### src/rtl/vga_pkg.sv
// Shared VGA timing defaults, sync window bounds, colour-mode encodings and
// level thresholds for the colour test-pattern driver.
package vga_pkg;

  localparam int CNT_W = 10;

  localparam int H_ACTIVE_DEF = 640;
  localparam int H_FP_DEF     = 16;
  localparam int H_SYNC_DEF   = 96;
  localparam int H_BP_DEF     = 48;
  localparam int H_TOTAL_DEF  = H_ACTIVE_DEF + H_FP_DEF + H_SYNC_DEF + H_BP_DEF;

  localparam int V_ACTIVE_DEF = 480;
  localparam int V_FP_DEF     = 10;
  localparam int V_SYNC_DEF   = 2;
  localparam int V_BP_DEF     = 33;
  localparam int V_TOTAL_DEF  = V_ACTIVE_DEF + V_FP_DEF + V_SYNC_DEF + V_BP_DEF;

  localparam int H_SYNC_START_DEF = H_ACTIVE_DEF + H_FP_DEF;
  localparam int H_SYNC_END_DEF   = H_SYNC_START_DEF + H_SYNC_DEF - 1;
  localparam int V_SYNC_START_DEF = V_ACTIVE_DEF + V_FP_DEF;
  localparam int V_SYNC_END_DEF   = V_SYNC_START_DEF + V_SYNC_DEF - 1;

  typedef enum logic [2:0] {
    MODE_GRID  = 3'd0,
    MODE_RED   = 3'd1,
    MODE_GREEN = 3'd2,
    MODE_BLUE  = 3'd3,
    MODE_GREY  = 3'd4,
    MODE_WHITE = 3'd5
  } mode_e;

  localparam logic [CNT_W-1:0] HL_T1 = 10'd160;
  localparam logic [CNT_W-1:0] HL_T2 = 10'd320;
  localparam logic [CNT_W-1:0] HL_T3 = 10'd480;
  localparam logic [CNT_W-1:0] VL_T1 = 10'd120;
  localparam logic [CNT_W-1:0] VL_T2 = 10'd240;
  localparam logic [CNT_W-1:0] VL_T3 = 10'd360;

  function automatic logic [1:0] level(input logic [CNT_W-1:0] c,
                                       input logic [CNT_W-1:0] t1,
                                       input logic [CNT_W-1:0] t2,
                                       input logic [CNT_W-1:0] t3);
    logic [1:0] l;
    if (c < t1)      l = 2'd0;
    else if (c < t2) l = 2'd1;
    else if (c < t3) l = 2'd2;
    else             l = 2'd3;
    return l;
  endfunction

endpackage

### src/rtl/vga_timing.sv
// Pixel-tick divider plus horizontal/vertical counters; produces the active
// window and unregistered active-low sync levels for the current position.
module vga_timing
  import vga_pkg::*;
#(
  parameter int CLK_DIV  = 2,
  parameter int H_ACTIVE = H_ACTIVE_DEF,
  parameter int H_FP     = H_FP_DEF,
  parameter int H_SYNC   = H_SYNC_DEF,
  parameter int H_BP     = H_BP_DEF,
  parameter int V_ACTIVE = V_ACTIVE_DEF,
  parameter int V_FP     = V_FP_DEF,
  parameter int V_SYNC   = V_SYNC_DEF,
  parameter int V_BP     = V_BP_DEF
) (
  input  logic             clk,
  input  logic             reset,
  output logic             tick,
  output logic [CNT_W-1:0] hcount,
  output logic [CNT_W-1:0] vcount,
  output logic             active,
  output logic             hsync_raw,
  output logic             vsync_raw
);

  localparam logic [2:0]       DIV_LAST = 3'(CLK_DIV - 1);
  localparam logic [CNT_W-1:0] H_LAST   = CNT_W'(H_ACTIVE + H_FP + H_SYNC + H_BP - 1);
  localparam logic [CNT_W-1:0] V_LAST   = CNT_W'(V_ACTIVE + V_FP + V_SYNC + V_BP - 1);
  localparam logic [CNT_W-1:0] H_ACT    = CNT_W'(H_ACTIVE);
  localparam logic [CNT_W-1:0] V_ACT    = CNT_W'(V_ACTIVE);
  localparam logic [CNT_W-1:0] H_SS     = CNT_W'(H_ACTIVE + H_FP);
  localparam logic [CNT_W-1:0] H_SE     = CNT_W'(H_ACTIVE + H_FP + H_SYNC - 1);
  localparam logic [CNT_W-1:0] V_SS     = CNT_W'(V_ACTIVE + V_FP);
  localparam logic [CNT_W-1:0] V_SE     = CNT_W'(V_ACTIVE + V_FP + V_SYNC - 1);

  logic [2:0] div;

  assign tick = (div == DIV_LAST);

  always_ff @(posedge clk) begin
    if (reset) begin
      div    <= '0;
      hcount <= '0;
      vcount <= '0;
    end else begin
      div <= tick ? 3'd0 : div + 3'd1;
      if (tick) begin
        if (hcount == H_LAST) begin
          hcount <= '0;
          vcount <= (vcount == V_LAST) ? '0 : vcount + 1'b1;
        end else begin
          hcount <= hcount + 1'b1;
        end
      end
    end
  end

  assign active    = (hcount < H_ACT) && (vcount < V_ACT);
  assign hsync_raw = !((hcount >= H_SS) && (hcount <= H_SE));
  assign vsync_raw = !((vcount >= V_SS) && (vcount <= V_SE));

endmodule

### src/rtl/vga_color_driver.sv
// 640x480 VGA RGB222 test-pattern driver with a once-per-frame mode latch.
// Optional build macro VGA_BORDER_EN paints a white frame around the active area.
module vga_color_driver
  import vga_pkg::*;
#(
  parameter int CLK_DIV  = 2,
  parameter int H_ACTIVE = H_ACTIVE_DEF,
  parameter int H_FP     = H_FP_DEF,
  parameter int H_SYNC   = H_SYNC_DEF,
  parameter int H_BP     = H_BP_DEF,
  parameter int V_ACTIVE = V_ACTIVE_DEF,
  parameter int V_FP     = V_FP_DEF,
  parameter int V_SYNC   = V_SYNC_DEF,
  parameter int V_BP     = V_BP_DEF
) (
  input  logic       Clk,
  input  logic       reset,
  input  logic [2:0] ColorSel,
  output logic       Hsync,
  output logic       Vsync,
  output logic [1:0] Red,
  output logic [1:0] Green,
  output logic [1:0] Blue
);

  localparam logic [CNT_W-1:0] V_LATCH = CNT_W'(V_ACTIVE);
`ifdef VGA_BORDER_EN
  localparam logic [CNT_W-1:0] H_EDGE = CNT_W'(H_ACTIVE - 1);
  localparam logic [CNT_W-1:0] V_EDGE = CNT_W'(V_ACTIVE - 1);
`endif

  logic             tick;
  logic             active;
  logic             hsync_raw;
  logic             vsync_raw;
  logic [CNT_W-1:0] hcount;
  logic [CNT_W-1:0] vcount;
  logic [2:0]       mode_reg;
  logic [1:0]       hl;
  logic [1:0]       vl;
  logic [1:0]       red_p0;
  logic [1:0]       green_p0;
  logic [1:0]       blue_p0;

  vga_timing #(
    .CLK_DIV (CLK_DIV),
    .H_ACTIVE(H_ACTIVE), .H_FP(H_FP), .H_SYNC(H_SYNC), .H_BP(H_BP),
    .V_ACTIVE(V_ACTIVE), .V_FP(V_FP), .V_SYNC(V_SYNC), .V_BP(V_BP)
  ) u_timing (
    .clk      (Clk),
    .reset    (reset),
    .tick     (tick),
    .hcount   (hcount),
    .vcount   (vcount),
    .active   (active),
    .hsync_raw(hsync_raw),
    .vsync_raw(vsync_raw)
  );

  assign hl = level(hcount, HL_T1, HL_T2, HL_T3);
  assign vl = level(vcount, VL_T1, VL_T2, VL_T3);

  // Stage p0: colour for the current counter position
  always_comb begin
    red_p0   = 2'd0;
    green_p0 = 2'd0;
    blue_p0  = 2'd0;
    if (active) begin
      case (mode_reg)
        MODE_GRID: begin
          red_p0   = hl;
          green_p0 = vl;
          blue_p0  = {hcount[5], vcount[5]};
        end
        MODE_RED:   red_p0   = hl;
        MODE_GREEN: green_p0 = hl;
        MODE_BLUE:  blue_p0  = hl;
        MODE_GREY: begin
          red_p0   = hl;
          green_p0 = hl;
          blue_p0  = hl;
        end
        MODE_WHITE: begin
          red_p0   = 2'd3;
          green_p0 = 2'd3;
          blue_p0  = 2'd3;
        end
        default: ;
      endcase
`ifdef VGA_BORDER_EN
      if (hcount == '0 || hcount == H_EDGE || vcount == '0 || vcount == V_EDGE) begin
        red_p0   = 2'd3;
        green_p0 = 2'd3;
        blue_p0  = 2'd3;
      end
`endif
    end
  end

  // Stage p1: registered outputs; mode latched in vertical blanking so frames never tear
  always_ff @(posedge Clk) begin
    if (reset) begin
      mode_reg <= MODE_GRID;
      Hsync    <= 1'b1;
      Vsync    <= 1'b1;
      Red      <= 2'd0;
      Green    <= 2'd0;
      Blue     <= 2'd0;
    end else if (tick) begin
      if (hcount == '0 && vcount == V_LATCH)
        mode_reg <= ColorSel;
      Hsync <= hsync_raw;
      Vsync <= vsync_raw;
      Red   <= red_p0;
      Green <= green_p0;
      Blue  <= blue_p0;
    end
  end

endmodule

### config.mk
export PLATFORM = sky130hd
export DESIGN_NAME = vga_color_driver
export DESIGN_NICKNAME = d
export VERILOG_FILES = /design/src/rtl/vga_pkg.sv /design/src/rtl/vga_timing.sv /design/src/rtl/vga_color_driver.sv
export SDC_FILE = /design/constraint.sdc
export NUM_CORES = 1
export LEC_CHECK = 0
export ABC_CLOCK_PERIOD_IN_PS = 4700
export BUFFER_PORTS_ARGS = -buffer_cell sky130_fd_sc_hd__buf_2
export CAP_MARGIN = 20
export CORE_UTILIZATION = 60
export DETAILED_ROUTE_END_ITERATION = 12
export HOLD_SLACK_MARGIN = 0.02
export PLACE_DENSITY = 0.84
export SLEW_MARGIN = 20
export SYNTH_ARGS = -nofsm -noshare
export SYNTH_HDL_FRONTEND = slang
export SYNTH_SLANG_ARGS = --single-unit
### constraint.sdc
create_clock -name Clk -period 4.7 [get_ports Clk]
set_input_delay 0.47 -clock Clk [delete_from_list [all_inputs] [get_ports Clk]]
set_output_delay 0.47 -clock Clk [all_outputs]
set_load 0.01 [all_outputs]
; ---- Word-level counts from Yosys, hierarchy flattened
; Cells that the tools add are included.
[word_totals]
register_bits = 34
input_bits = 5
out_inout_bits = 8
elab_cells = 61
[classes]
add_sub_neg = 3
order_cmp = 12
n_eq_ne = 9
mux = 14
n_reduce_logical = 14
[ops]
columns = op, n
row1 = $lt 10x9->1 const B, 4
row2 = $add 10x1->10 const B, 2
row3 = $eq 10x10->1 const B, 2
row4 = $lt 10x8->1 const B, 2
row5 = $mux 10, 2
row6 = $mux 2, 7
row7 = $pmux 2 s3, 2
row8 = $eq 10x9->1 const B, 1
row9 = $ge 10x10->1 const B, 1
row10 = $ge 10x9->1 const B, 1
row11 = $le 10x10->1 const B, 1
row12 = $le 10x9->1 const B, 1
row13 = $logic_not 10->1, 1
row14 = $lt 10x10->1 const B, 1
row15 = $lt 10x7->1 const B, 1
row16 = $eq 3x1->1 const B, 2
row17 = $eq 3x2->1 const B, 2
row18 = $eq 3x3->1 const B, 2
row19 = $reduce_or 2->1, 3
row20 = $logic_and 1x1->1, 4
row21 = $pmux 2 s2, 1
row22 = $reduce_and 2->1, 2
row23 = $add 3x1->3 const B, 1
row24 = $logic_not 3->1, 1
row25 = other kinds (3), 5

; ---- Depth between registers and ports, before layout
; Gate-level depths: netlist (run 1).
[depth]
word_depth = 6
mapped_depth = 8
ltp_nobuf = 6

; ---- Modules after synthesis
; A second synthesis (run 1) with hierarchy kept.
[hier_totals]
hier_cells = 241
hier_area_um2 = 1994.4
[modules_own_cells]
columns = module, instances, cells_each, area_each_um2, seq_area_each_um2
row1 = vga_timing, 1, 146, 1241.2, 460.4
row2 = vga_color_driver, 1, 95, 753.2, 220.2

; ---- Least setup slack after synthesis (run 1)
; Ideal clock, no wire load.
[synth_path]
path_kind = register to register
start = register u_timing.div[0]
end = register u_timing.vcount[3]
setup_time_ns = 0.133
arrival_ns = 1.745
required_ns = 4.567
path_slack_ns = 2.821
stages_incl_launch_ff = 8
path_buffers = 2
synth_period_minus_slack_ns = 1.879
path_cell_list = dfxtp_1 ha_1 nor2b_1 clkbuf_1 nand4_1 clkbuf_1 o21bai_1 nor2_1
[synth_between]
elab_chain_len = 2
[synth_rtl]
columns = element, line
row1 = start: declaration, vga_timing.sv:36  ; logic [2:0] div;
row2 = start signal: assignment, vga_timing.sv:46  ; div <= tick ? 3'd0 : div + 3'd1;
row3 = $eq 3x1->1, vga_timing.sv:38  ; assign tick = (div == DIV_LAST);
row4 = $reduce_and 2->1 (no line), -
row5 = end signal: assignment, vga_timing.sv:50  ; vcount <= (vcount == V_LAST) ? '0 : vcount + 1'b1;
row6 = end: declaration, vga_timing.sv:20  ; output logic [CNT_W-1:0] vcount,
; No other way between the ends.
; A chain may end at the register's enable or synchronous reset.

; ---- Worst setup path in the final report (run 1)
[layout_path]
start = register u_timing.hcount[0]
end = register u_timing.vcount[3]
[layout_between]
elab_chain_len = 2
[layout_rtl]
columns = element, line
row1 = start: declaration, vga_timing.sv:19  ; output logic [CNT_W-1:0] hcount,
row2 = start signal: assignment, vga_timing.sv:52  ; hcount <= hcount + 1'b1;
row3 = $eq 10x10->1, vga_timing.sv:48  ; if (hcount == H_LAST) begin
row4 = $reduce_and 2->1 (no line), -
; No other way between the ends.

==> flow_metrics.tcl, run 1 <==
set metrics [dict create \
    yosys_warnings 0 \
    critPathCaptureType "flop" \
    synth-main-ff-cell "dfxtp_1" \
    io_pins 13 \
    cts_setup_buffers 0 \
    rr_endpoint "u_timing.vcount[3]$_SDFFE_PP0P_" \
    outcome "finished, violations left" \
    grt.total_usage 0.263 \
    crit_required_ns 4.91 \
    netlist_area_sq_um 1820 \
    area_growth_pct 5.51 \
    tritoncts "done" \
    synthTopCellsByArea "dfxtp_1 (37%), a21oi_1 (4.1%), ha_1 (4.1%), nor2_1 (3.5%), nand4_1 (3.1%)" \
    n_antenna_cell 0 \
    postCtsHoldBufs 0 \
    placed_area_sq_um 1870 \
    cts_buffers 5 \
    gp_congestion 0.903 \
    fin_area_sq_um 1920 \
    hold_path.class "input pin to flop" \
    num-fill-cells 232 \
    syn_inst 214 \
    min_period_ns 2.19 \
    yosys.cell_types.count 47 \
    rows 19 \
    slowest_delay_ns 0.63 \
    die-area_sq_um 3250 \
    crit_path_start_kind "flop" \
    rrSetupSlack_ns 2.51 \
    cts.sinks 34 \
    ys_async_sr_fraction 0 \
    fin_tns_setup_ns 0 \
    path_max_fanout 14 \
    finalHoldViolCount 0 \
    reg.largest.list "u_timing.hcount (10), u_timing.vcount (10)" \
    drc 2 \
    numPortBuffers 12 \
    maxCapViolCount 0 \
    synth_nets 225 \
    avgSynthCellArea_sq_um 8.48 \
    p_leak_nw 0.697 \
    cts_max_level 2 \
    dieWidth_um 57.0 \
    wl_per_cell_um 15.1 \
    drt_iter0_drc 89 \
    dpl.hpwl_mm 2.78 \
    drt.antenna.violating_nets 0 \
    clkTransAtPathRegs_ns 0.10 \
    worstSkewPairLatency_ns 0.34 \
    critPathKind "flop to flop" \
    fmax_ghz 0.457 \
    crit_arrival_ns 2.40 \
    core_area_sq_um 2810 \
    synth_top_cell_area_share 0.375 \
    root_buffer "clkbuf_4" \
    finalCritPeriodShare 0.465 \
    drive_gt1_frac 0.122 \
    synthTopCellsByCount "dfxtp_1 (34), nor2_1 (17), a21oi_1 (15)" \
    totalWireLength_mm 3.81 \
    endpoint "u_timing.vcount[3]$_SDFFE_PP0P_" \
    yosysSeqAreaShare 0.375 \
    min_from "ColorSel[0]" \
    finalSetupViolations 0 \
    vias 1616 \
    crit_chain "ha_1, and4_1, nand4_1, o21bai_1, nor2_1" \
    worst_pin_slew_ns 0.839 \
    yosysTopAreaCell "dfxtp_1" \
    grt_remaining_overflow 0 \
    grt_pass1_vias 1544 \
    yosysMostFrequentCell "dfxtp_1" \
    violations "design-rule violations" \
    cts_buffer_depth 2 \
    setup_slack_ns 2.51 \
    final_max_slew_viol_count 0 \
    worstSetupStartpoint "u_timing.hcount[0]$_SDFFE_PP0P_" \
    p_per_area_nw_per_um2 262 \
    start_util 0.647 \
    peakVddDrop_mv 0.177 \
    r2r-start "u_timing.hcount[0]$_SDFFE_PP0P_" \
    nets 232 \
    antenna_found_initial 0 \
    synth_edf_count 0 \
    die_y_um 57.0 \
    slew_headroom 0.436 \
    drt_pass1_iterations 8 \
    rsz0062_at_grt "false" \
    vias_per_cell 6.41 \
    cts_resized 0 \
    crit_slowest_cell "o21bai_1" \
    fin_skew_ns 0.0104 \
    grt_max_degree 19 \
    synth-seq-cells 34 \
    dpl_worst_slack_ns 2.49 \
    reg2regPathDepth 5 \
    grt_pass1_wl_mm 6.72 \
]
==> kinds of logic (layout without fill, tap and decap cells) <==
logic type,after synthesis,count (layout),share of synthesized area
adder cells (fa/ha/maj),6,6,0.0413
AND/OR/NAND/NOR,94,94,0.303
buffers and inverters,22,29,0.0469
XOR/XNOR,11,11,0.0531
flip-flops,34,34,0.375
AO/OA/AOI/OAI,46,46,0.175
multiplexers,1,1,0.00551
==> cells in the final DEF, fill, tap and decap left out, drive strengths merged, types with 6 or more instances in the layout <==
cell	count
a21oi	15
or4	6
xor2	6
ha	6
nor2	17
buf	13
o21ai	7
nand4	9
nand3	9
clkbuf	7
nand2	12
inv	9
dfxtp	34
nor3	8
==> how the worst min path moves through the flow <==
stage	to	slack, ns	cells after the start
after floorplan	u_timing.div[0]$_SDFF_PP0_	0.44	1
after global placement	u_timing.div[0]$_SDFF_PP0_	0.45	1
after detailed placement	Green[1]$_SDFFE_PP0P_	0.46	2
after CTS	mode_reg[2]$_SDFFE_PP0P_	0.39	3
after global routing	mode_reg[1]$_SDFFE_PP0P_	0.40	3
final	mode_reg[0]$_SDFFE_PP0P_	0.39	3
==> metal layers <==
layer	global-route usage	wire (um)	part of all wire
met2	0.425	1810	0.48
met5	0	0	0
met3	0.0612	235	0.062
met1	0.350	1690	0.44
met4	0.0836	78	0.020
==> metrics by stage <==
stage	utilization	instances	hold WS [ns]	power (mW)
after global placement	0.667	245	0.449	0.354
after global routing	0.683	252	0.397	0.521
final	0.683	252	0.394	0.502
after floorplan	-	214	0.439	0.343
after detailed placement	0.667	245	0.460	0.358
after CTS	0.683	252	0.386	0.502
==> final cells by class <==
cell class	count	area, sq um	area share
clock buffers	7	45.0	0.0235
well taps	31	38.8	0.0202
inverters	9	33.8	0.0176
multi-input cells	158	1050	0.548
repair buffers	13	67.6	0.0353
flip-flops and latches	34	681	0.355
==> power by group <==
part	switching, mW	internal, mW	leakage (nW)
sequential	0.00651	0.294	0.275
clock	0.0932	0.0564	0.0254
combinational	0.0314	0.0203	0.397
total	0.131	0.371	0.697
==> critical path, delay by kind of cell (launching register included) <==
family | cells | cell delay [ns]
fa+ha+maj | 1 | 0.22
flops | 1 | 0.43
compound gates | 1 | 0.63
simple gates | 3 | 0.79
Power figures use the tool's default switching activity.
==> run 2: changes to the inputs <==
--- a/config.mk
+++ b/config.mk
@@ -5,13 +5,13 @@
 export SDC_FILE = /design/constraint.sdc
 export NUM_CORES = 1
 export LEC_CHECK = 0
-export ABC_CLOCK_PERIOD_IN_PS = 4700
+export ABC_CLOCK_PERIOD_IN_PS = 2200
 export BUFFER_PORTS_ARGS = -buffer_cell sky130_fd_sc_hd__buf_2
 export CAP_MARGIN = 20
-export CORE_UTILIZATION = 60
+export CORE_UTILIZATION = 59
 export DETAILED_ROUTE_END_ITERATION = 12
 export HOLD_SLACK_MARGIN = 0.02
-export PLACE_DENSITY = 0.84
+export PLACE_DENSITY = 0.83
 export SLEW_MARGIN = 20
 export SYNTH_ARGS = -nofsm -noshare
 export SYNTH_HDL_FRONTEND = slang
==> constraint.sdc (replaced) <==
create_clock -name Clk -period 2.2 [get_ports Clk]
set_input_delay 0.22 -clock Clk [delete_from_list [all_inputs] [get_ports Clk]]
set_output_delay 0.22 -clock Clk [all_outputs]
set_load 0.01 [all_outputs]
==> flow_metrics.tcl, run 2 (synthesis gave the netlist of run 1 again) <==
set metrics [dict create \
    grt_pass1_wl_mm 6.98 \
    dpl_worst_slack_ns 0.162 \
    wl_per_cell_um 15.8 \
    cts.sinks 34 \
    vias 1698 \
    gr-usage-met2 0.434 \
    met1_usage 0.370 \
    worstSkewPairLatency_ns 0.34 \
    grt_max_degree 19 \
    p_per_area_nw_per_um2 541 \
    dpl.hpwl_mm 2.98 \
    vias_per_cell 6.51 \
    totalWireLength_mm 4.13 \
    regArea_sq_um 681 \
    fin_area_sq_um 1990 \
    critPathCaptureType "flop" \
    drt_pass1_iterations 10 \
    num-fill-cells 225 \
    numPortBuffers 12 \
    hold_path.class "input pin to flop" \
    critPathKind "flop to flop" \
    worst_pin_slew_ns 0.647 \
    layout_common_cells "dfxtp_1 (34), nor2_1 (17), a21oi_1 (15)" \
    fmax_ghz 0.474 \
    drt_iter0_drc 86 \
    critPathBufInv 0 \
    peakVddDrop_mv 0.359 \
    crit_slowest_cell "or4_1" \
    nets 241 \
    reg.largest.list "u_timing.hcount (10), u_timing.vcount (10)" \
    cts_buffers 5 \
    final_max_slew_viol_count 0 \
    io_pins 13 \
    slew_headroom 0.568 \
    grt.total_usage 0.277 \
    rows 19 \
    antenna_found_initial 0 \
    finalHoldViolCount 0 \
    start_util 0.642 \
    setup_slack_ns 0.0925 \
    path_max_fanout 10 \
    crit_family "simple AND/OR/NAND/NOR gates" \
    n_antenna_cell 0 \
    p_leak_nw 0.747 \
    root_buffer "clkbuf_4" \
    grt_pass1_vias 1507 \
    maxCapViolCount 0 \
    placed_area_sq_um 1920 \
    min_period_ns 2.11 \
    gp_congestion 0.847 \
    cts_buffer_depth 2 \
    cts_max_level 2 \
    violations "design-rule violations" \
    grt.busiest_layer "met2" \
    clkTransAtPathRegs_ns 0.10 \
    slowest_delay_ns 0.63 \
    tritoncts "done" \
    die_y_um 57.5 \
    use_met3 0.0499 \
    fin_skew_ns 0.00892 \
    drc 2 \
    outcome "finished, violations left" \
    drive_gt1_frac 0.165 \
    area_growth_pct 9.37 \
    dieWidth_um 57.5 \
    core_area_sq_um 2830 \
    multi_input_area_sq_um 1050 \
    p_total_mw 1.07 \
    crit_chain "ha_1, and4_1, nand4_1, or4_1, a21oi_1" \
    grt_remaining_overflow 0 \
    finalCritPeriodShare 0.958 \
    crit_path_start_kind "flop" \
    crit_arrival_ns 2.37 \
    cts_resized 0 \
    finalSetupViolations 0 \
    die-area_sq_um 3300 \
    drt.antenna.violating_nets 0 \
    final_common_cell "dfxtp_1" \
    crit_required_ns 2.46 \
]
==> run 2: layer usage <==
layer,vias up,part of all wire
met4,0,0.017
li1,827,-
met3,9,0.056
met2,66,0.49
met5,-,0
met1,796,0.44
==> run 2: stage by stage <==
| stage | util | setup TNS, ns | hold WS (ns) | std cells |
|---|---|---|---|---|
| after floorplan | - | 0 | 0.297 | 214 |
| after global placement | 0.680 | 0 | 0.448 | 252 |
| after detailed placement | 0.680 | 0 | 0.465 | 252 |
| after CTS | 0.697 | 0 | 0.127 | 259 |
| after global routing | 0.702 | -0.0663 | 0.126 | 261 |
| final | 0.702 | 0 | 0.125 | 261 |
==> run 2: area by class of cell <==
class	instances	share of cell area
inverter	9	0.0170
multi-input combinational	158	0.529
timing repair buffer	22	0.0681
clock inverter	2	0.00504
clock buffer	5	0.0189
sequential	34	0.343
tap	31	0.0195
==> run 2: what timing repair did <==
item | 4_1_cts | 5_1_grt
hold buffers | 0 | 0
setup endpoints to repair | 0 | 2
buffers inserted | 0 | 2
hold endpoints to repair | 0 | 0
==> run 2: worst paths after layout <==
check	startpoint	to	slack, ns	cells after the start
worst min register to register	Red[0]$_SDFFE_PP0P_	Red[0]$_SDFFE_PP0P_	0.48	1
worst max-delay path	u_timing.hcount[0]$_SDFFE_PP0P_	u_timing.vcount[8]$_SDFFE_PP0P_	0.09	5
worst max register to register	u_timing.hcount[0]$_SDFFE_PP0P_	u_timing.vcount[8]$_SDFFE_PP0P_	0.09	5
worst min-delay path	ColorSel[0]	mode_reg[0]$_SDFFE_PP0P_	0.13	3
==> run 2: worst register-to-register path, delay by kind of cell (launching register included) <==
| family | cells | cell delay [ns] |
|---|---|---|
| compound gates | 1 | 0.18 |
| fa+ha+maj | 1 | 0.22 |
| flops | 1 | 0.44 |
| simple gates | 3 | 1.20 |
==> run 2: power by group <==
part,internal [mW],leakage [nW],switching (mW)
clock,0.115,0.0308,0.201
sequential,0.628,0.275,0.0140
combinational,0.0470,0.442,0.0683
